===== config.mk =====
export PLATFORM = sky130hd
export DESIGN_NAME = interp_ctrl_flat
export DESIGN_NICKNAME = d
export VERILOG_FILES = /design/src/rtl/interp_pkg.sv /design/src/rtl/interp_ctrl_if.sv /design/src/rtl/mv_decode.sv /design/src/rtl/interp_ctrl.sv /design/src/flat_wrapper.sv
export SDC_FILE = /design/constraint.sdc
export NUM_CORES = 1
export LEC_CHECK = 0
export ABC_CLOCK_PERIOD_IN_PS = 2380
export BUFFER_PORTS_ARGS = -buffer_cell sky130_fd_sc_hd__buf_2
export CORE_ASPECT_RATIO = 1.75
export CORE_MARGIN = 1
export CORE_UTILIZATION = 54
export CTS_CLUSTER_DIAMETER = 100
export DETAILED_ROUTE_END_ITERATION = 12
export HOLD_SLACK_MARGIN = 0.15
export PLACE_DENSITY = 0.86
export SLEW_MARGIN = 0
export SYNTH_ARGS = -nofsm -noshare
export SYNTH_HDL_FRONTEND = slang
export SYNTH_HIERARCHICAL = 1
export SYNTH_SLANG_ARGS = --single-unit

===== constraint.sdc =====
create_clock -name CLK -period 2.38 [get_ports CLK]
set_clock_uncertainty 0.05 [all_clocks]
set_input_delay 0.476 -clock CLK [delete_from_list [all_inputs] [get_ports CLK]]
set_output_delay 0.476 -clock CLK [all_outputs]
set_load 0.005 [all_outputs]

===== src/rtl/interp_pkg.sv =====
// rtl/interp_pkg.sv - shared state encoding, defaults and MV field layout for interp_ctrl
package interp_pkg;

    typedef enum logic [2:0] {
        ST_IDLE,
        ST_LOAD,
        ST_HPASS,
        ST_VPASS,
        ST_DONE
    } state_t;

    localparam int BLK_SIZE_DEF = 8;
    localparam int TAPS_DEF     = 8;

    // Each MV component is signed quarter-pel: upper two bits integer, lower two phase.
    localparam int MV_FIELD_W    = 2;
    localparam int MV_INT_X_LSB  = 6;
    localparam int MV_FRAC_X_LSB = 4;
    localparam int MV_INT_Y_LSB  = 2;
    localparam int MV_FRAC_Y_LSB = 0;

endpackage


===== src/rtl/interp_ctrl_if.sv =====
// rtl/interp_ctrl_if.sv - control/status bundle between a requester and interp_ctrl
interface interp_ctrl_if;

    logic               START;
    logic signed [7:0]  MV_IN;
    logic               MEM_STALL;
    logic               BUSY;
    logic               RD_EN;
    logic signed [5:0]  ROW_ADDR;
    logic signed [1:0]  INT_X;
    logic signed [1:0]  INT_Y;
    logic        [1:0]  FILT_SEL_H;
    logic        [1:0]  FILT_SEL_V;
    logic               H_EN;
    logic               V_EN;
    logic               DONE;

    modport master (
        output START, MV_IN, MEM_STALL,
        input  BUSY, RD_EN, ROW_ADDR, INT_X, INT_Y, FILT_SEL_H, FILT_SEL_V, H_EN, V_EN, DONE
    );

    modport slave (
        input  START, MV_IN, MEM_STALL,
        output BUSY, RD_EN, ROW_ADDR, INT_X, INT_Y, FILT_SEL_H, FILT_SEL_V, H_EN, V_EN, DONE
    );

endinterface


===== src/rtl/mv_decode.sv =====
// rtl/mv_decode.sv - splits a packed quarter-pel MV into integer parts and filter phases
module mv_decode
    import interp_pkg::*;
(
    input  logic        [7:0] mv,
    output logic signed [1:0] int_x,
    output logic        [1:0] filt_sel_h,
    output logic signed [1:0] int_y,
    output logic        [1:0] filt_sel_v
);

    // Two's-complement top bits of a quarter-pel value already give the floor.
    assign int_x      = mv[MV_INT_X_LSB  +: MV_FIELD_W];
    assign filt_sel_h = mv[MV_FRAC_X_LSB +: MV_FIELD_W];
    assign int_y      = mv[MV_INT_Y_LSB  +: MV_FIELD_W];
    assign filt_sel_v = mv[MV_FRAC_Y_LSB +: MV_FIELD_W];

endmodule


===== src/rtl/interp_ctrl.sv =====
// rtl/interp_ctrl.sv - sequences horizontal row reads and vertical filter passes for one block
module interp_ctrl
    import interp_pkg::*;
#(
    parameter int BLK_SIZE = BLK_SIZE_DEF,
    parameter int TAPS     = TAPS_DEF
) (
    input  logic          CLK,
    input  logic          RST_ASYNC_N,
    interp_ctrl_if.slave  bus
);

    localparam int ROWS_MAX = BLK_SIZE + TAPS - 1;
    localparam int CNT_W    = $clog2(ROWS_MAX + 1);

    state_t             state, state_nxt;
    logic        [7:0]  mv_q;
    logic [CNT_W-1:0]   row_cnt;
    logic [CNT_W-1:0]   col_cnt;
    logic [CNT_W-1:0]   rows_h;
    logic signed [5:0]  base;

    logic signed [1:0]  int_x, int_y;
    logic        [1:0]  filt_sel_h, filt_sel_v;
    logic signed [5:0]  int_y_ext;
    logic               v_filt;
    logic               row_last, col_last;

    logic               busy, rd_en, h_en, v_en, done;
    logic signed [5:0]  row_addr;

    mv_decode u_mv_decode (
        .mv         (mv_q),
        .int_x      (int_x),
        .filt_sel_h (filt_sel_h),
        .int_y      (int_y),
        .filt_sel_v (filt_sel_v)
    );

    assign int_y_ext = {{4{int_y[1]}}, int_y};
    assign v_filt    = (filt_sel_v != 2'd0);
    assign row_last  = (row_cnt == rows_h - CNT_W'(1));
    assign col_last  = (col_cnt == CNT_W'(BLK_SIZE - 1));

    always_ff @(posedge CLK or negedge RST_ASYNC_N) begin
        if (!RST_ASYNC_N) begin
            state   <= ST_IDLE;
            mv_q    <= '0;
            row_cnt <= '0;
            col_cnt <= '0;
            rows_h  <= '0;
            base    <= '0;
        end else begin
            state <= state_nxt;
            case (state)
                ST_IDLE: begin
                    if (bus.START) mv_q <= bus.MV_IN;
                end
                ST_LOAD: begin
                    // Vertical filtering needs TAPS/2-1 extra rows above and TAPS/2 below.
                    rows_h  <= v_filt ? CNT_W'(ROWS_MAX) : CNT_W'(BLK_SIZE);
                    base    <= v_filt ? int_y_ext - 6'(TAPS / 2 - 1) : int_y_ext;
                    row_cnt <= '0;
                    col_cnt <= '0;
                end
                ST_HPASS: begin
                    if (!bus.MEM_STALL && !row_last) row_cnt <= row_cnt + CNT_W'(1);
                end
                ST_VPASS: begin
                    if (!bus.MEM_STALL && !col_last) col_cnt <= col_cnt + CNT_W'(1);
                end
                default: ;
            endcase
        end
    end

    always_comb begin
        state_nxt = state;
        busy      = (state != ST_IDLE);
        rd_en     = 1'b0;
        h_en      = 1'b0;
        v_en      = 1'b0;
        done      = 1'b0;
        row_addr  = '0;
        case (state)
            ST_IDLE: begin
                if (bus.START) state_nxt = ST_LOAD;
            end
            ST_LOAD: begin
                state_nxt = ST_HPASS;
            end
            ST_HPASS: begin
                row_addr = base + 6'(row_cnt);
                if (!bus.MEM_STALL) begin
                    rd_en = 1'b1;
                    h_en  = (filt_sel_h != 2'd0);
                    if (row_last) state_nxt = v_filt ? ST_VPASS : ST_DONE;
                end
            end
            ST_VPASS: begin
                if (!bus.MEM_STALL) begin
                    v_en = 1'b1;
                    if (col_last) state_nxt = ST_DONE;
                end
            end
            ST_DONE: begin
                done      = 1'b1;
                state_nxt = ST_IDLE;
            end
            default: state_nxt = ST_IDLE;
        endcase
    end

    assign bus.BUSY       = busy;
    assign bus.RD_EN      = rd_en;
    assign bus.ROW_ADDR   = row_addr;
    assign bus.H_EN       = h_en;
    assign bus.V_EN       = v_en;
    assign bus.DONE       = done;
    assign bus.INT_X      = int_x;
    assign bus.INT_Y      = int_y;
    assign bus.FILT_SEL_H = filt_sel_h;
    assign bus.FILT_SEL_V = filt_sel_v;

endmodule


===== src/flat_wrapper.sv =====
// flat-port wrapper written by rule: the top's interface ports become plain ports
module interp_ctrl_flat import interp_pkg::*;
#(
    parameter int BLK_SIZE = BLK_SIZE_DEF,
    parameter int TAPS     = TAPS_DEF
)
  (CLK, RST_ASYNC_N, bus_START, bus_MV_IN, bus_MEM_STALL, bus_BUSY, bus_RD_EN, bus_ROW_ADDR, bus_INT_X, bus_INT_Y, bus_FILT_SEL_H, bus_FILT_SEL_V, bus_H_EN, bus_V_EN, bus_DONE);
  interp_ctrl_if bus_i ();
  input  logic CLK;
  input  logic RST_ASYNC_N;
  input wire logic [$bits(bus_i.START)-1:0] bus_START;
  input wire logic [$bits(bus_i.MV_IN)-1:0] bus_MV_IN;
  input wire logic [$bits(bus_i.MEM_STALL)-1:0] bus_MEM_STALL;
  output wire logic [$bits(bus_i.BUSY)-1:0] bus_BUSY;
  output wire logic [$bits(bus_i.RD_EN)-1:0] bus_RD_EN;
  output wire logic [$bits(bus_i.ROW_ADDR)-1:0] bus_ROW_ADDR;
  output wire logic [$bits(bus_i.INT_X)-1:0] bus_INT_X;
  output wire logic [$bits(bus_i.INT_Y)-1:0] bus_INT_Y;
  output wire logic [$bits(bus_i.FILT_SEL_H)-1:0] bus_FILT_SEL_H;
  output wire logic [$bits(bus_i.FILT_SEL_V)-1:0] bus_FILT_SEL_V;
  output wire logic [$bits(bus_i.H_EN)-1:0] bus_H_EN;
  output wire logic [$bits(bus_i.V_EN)-1:0] bus_V_EN;
  output wire logic [$bits(bus_i.DONE)-1:0] bus_DONE;
  assign bus_i.START = bus_START;
  assign bus_i.MV_IN = bus_MV_IN;
  assign bus_i.MEM_STALL = bus_MEM_STALL;
  assign bus_BUSY = bus_i.BUSY;
  assign bus_RD_EN = bus_i.RD_EN;
  assign bus_ROW_ADDR = bus_i.ROW_ADDR;
  assign bus_INT_X = bus_i.INT_X;
  assign bus_INT_Y = bus_i.INT_Y;
  assign bus_FILT_SEL_H = bus_i.FILT_SEL_H;
  assign bus_FILT_SEL_V = bus_i.FILT_SEL_V;
  assign bus_H_EN = bus_i.H_EN;
  assign bus_V_EN = bus_i.V_EN;
  assign bus_DONE = bus_i.DONE;
  interp_ctrl #(.BLK_SIZE(BLK_SIZE), .TAPS(TAPS)) u_core (.CLK(CLK), .RST_ASYNC_N(RST_ASYNC_N), .bus(bus_i));
endmodule

==> impl_results.md <==
* Root Driver: clkbuf_8
* RSZ-0062 raised after global routing: true
* Clock tree buffer depth at 2
* R2r startpoint: u_core/row_cnt[3]
* WS Path Type: flop to output pin
* Post-synthesis cell type count at 35
* Initial DRC count at 38
* Post-route ant nets at 0
* Top cell type by total area after synthesis: dfrtp_1
* Num rows at 24
* Crit path buf inv count at 1
* Worst Path Required at 1.85 ns
* Yosys warnings at 6
* Worst EP arrival at roughly 1.8 ns
* DR pass1 iterations at 4
* Overflow after GRT at 0
* Dpl hpwl at about 2500 um
* Fin. Hold Viols at 0
* Post-Syn Instances at between 100 and 150
* Layer with the highest usage: met2
* Die height at roughly 72 um
* Initial antenna violation count at 0
* Synth Area per Inst at 10.1 sq um
* Syn nets at around 170
* Fmax at between 0.4 and 0.5 GHz
* Crit-path cells: ha_4 -> fa_2 -> a21oi_2 -> o21bai_1 -> xnor2_1 -> nor2_1 -> buf_2
* Drt drc at 0
* Die width at ~42 um
* Area share of the largest cell type after synthesis at about two fifths
* CTS tree: done
* Top Ports at 31
* Register area share after synthesis at 41.8%
* Top delay family on crit path: adder cells
* Crit-path max FO at 2
* Clock Sink Count at 25
* Dpl cells at roughly 190
* Synthesized area at 1500 sq um
* Initial Util at 58.7%
* CP startpoint: u_core/row_cnt[0]
* Placed cell area at approximately 1600 sq um
* GRT Total Usage at about 25%
* Largest net degree at the start of global routing at 26
* Status: finished, final reports clean
* Post-synthesis register bit count at 25
* Routability congestion estimate from global placement at a little over 0.8
* CP startpoint kind: flop
* Leak Pwr at around 0.84 nW
* Nets at between 150 and 200
* DIE AREA at ~3000 sq um
* Worst slew pin tran at about 0.55 ns
* Layout Cells excl Fill at 201
* Worst-path clk slew at 0.09 ns
* Port Buffers at 30
* CP max-delay cell: dfrtp_2
* Vias/cell at roughly 5.9
* Via count at ~1.2k
* Normalized max-slew margin at a little under two thirds
* Final setup violation count at 0
* Met3 Usage GRT at ~2.5%
* Number of global-route vias before repair at between 1k and 1.5k
* Share of cells above drive strength 1 at 32.6%
* Final period utilization at between 90 and 100%
* Num CTS Buffers at 3
* Peak supply drop at roughly 0.86 mV
* Drt wl/cell at around 16 um
* Final instance area at between 1500 and 2000 sq um
* M2 GR Usage at roughly 47%
* H-tree depth at 1
* Core Footprint at around 2600 sq um
* Final WL at 3310 um
* First-pass GRT wire length at about 5700 um
* Max Cap Viol at 0
* Power Density at 1340 nW/um^2
* Worst Hold Class: input port to flop
* Ant diodes at 0
* P&R area growth vs syn at 13.8%
* GR Layer Usage met1 at between 20% and 30%
* Final critical-path required period at about 2.3 ns
* HP Start: bus_MV_IN[0]
* Max incr delay on CP at approximately 0.43 ns
* CP Capture Type: output pin
* Area contributors post-synth: dfrtp_1 42%, ha_1 6.7%, mux2_2 6.0%
* Max-slew violation count at 0
* # fillers at 191
* Clock Latency Late Sink at between 0.2 and 0.3 ns
layer usage:
layer | wire length, um | vias to the layer above
met5 | 0 | -
met2 | 1950 | 37
met3 | 113 | 6
met4 | 61 | 0
met1 | 1180 | 579
li1 | - | 557
cell families (layout without fill, tap and decap cells):
family                   count (synthesis)  in the layout  share of synthesized area [%]
AO/OA/AOI/OAI                           21             21                           10.9
buffers and inverters                   24             51                           8.60
multiplexers                            13             13                           9.36
adder cells (fa/ha/maj)                  9              9                           8.02
XOR/XNOR                                 9              9                           5.26
AND/OR/NAND/NOR                         47             47                           16.0
flip-flops                              25             25                           41.8
state kept, by name, summed over array words and instances (netlist names):
register and cells:
u_core/base 4, u_core/rows_h 2, u_core/state 3, u_core/row_cnt 4
u_core/col_cnt 4, u_core/mv_q 8
power breakdown:
part / internal [W] / switching (W)
sequential: 0.000609 / 0.000204
clock: 0.000117 / 0.000135
combinational: 0.000608 / 0.000615
total: 0.00133 / 0.000954
stage by stage:
step / power [W] / TNS [ns] / utilization [%] / worst slack, ns / hold slack [ns]
2_1_floorplan: 0.00166 / 0 / - / 0.387 / 0.130
3_3_place_gp: 0.00183 / 0 / 62.8 / 0.276 / 0.430
3_5_place_dp: 0.00194 / 0 / 62.8 / 0.122 / 0.441
4_1_cts: 0.00224 / 0 / 66.0 / 0.0115 / 0.380
5_1_grt: 0.00247 / -0.0723 / 66.8 / -0.0607 / 0.376
6_report: 0.00229 / 0 / 66.8 / 0.0401 / 0.383
cell usage in the layout, fill, tap and decap left out, types with 4 or more instances in the layout:
master	netlist	final
mux2_2	8	8
buf_4	8	4
nand2_1	9	9
a21o_1	4	4
nor3_1	5	5
mux2i_1	5	5
dfrtp_1	25	23
nor2_1	18	18
ha_1	8	7
inv_1	12	12
buf_2	1	30
a21oi_1	6	5
xnor2_1	7	7
Yosys cell counts (all sizes together):
master / instances
nand4b: 2
ha: 8
a21o: 4
or2: 3
dfrtp: 25
nor3: 5
fa: 1
mux2i: 5
nor4: 2
inv: 12
and3b: 1
o21ai: 2
a311o: 2
and4b: 1
and3: 1
a41oi: 1
nand2: 9
clkbuf: 2
or3b: 1
mux2: 8
o21bai: 1
xor2: 2
buf: 10
a2111oi: 2
a31oi: 1
or4b: 1
xnor2: 7
a211oi: 2
nor2: 18
nand3: 2
nand3b: 1
a21oi: 6
what timing repair did:
item | CTS | global route
hold endpoints to repair | 14 | 0
pin swaps | 2 | 3
endpoints found under the setup margin | 1 | 3
setup buffers | 2 | 1
resized for setup | 4 | 2
hold buffers | 1 | 0
cloned | 0 | 0
layout make-up:
class | instances | area (sq um) | share of cell area [%]
inverters | 12 | 45.0 | 2.64
clock inverters | 1 | 5.00 | 0.294
clock buffers | 3 | 41.3 | 2.42
multi-input cells | 99 | 762 | 44.7
well taps | 26 | 32.5 | 1.91
repair buffers | 35 | 190 | 11.2
flip-flops and latches | 25 | 628 | 36.9
path summary, 6_finish.rpt:
check	endpoint	slack [ns]	cells after the start
setup / recovery	bus_ROW_ADDR[4]	0.04	7
hold / removal	u_core/mv_q[0]	0.38	2
setup reg to reg	u_core/row_cnt[2]	0.48	4
hold reg to reg	u_core/rows_h[3]	0.46	1
max in group asynchronous	u_core/row_cnt[1]	1.22	2
min in group asynchronous	u_core/mv_q[3]	0.66	2
Note: power is estimated with default switching activity, not from simulation.
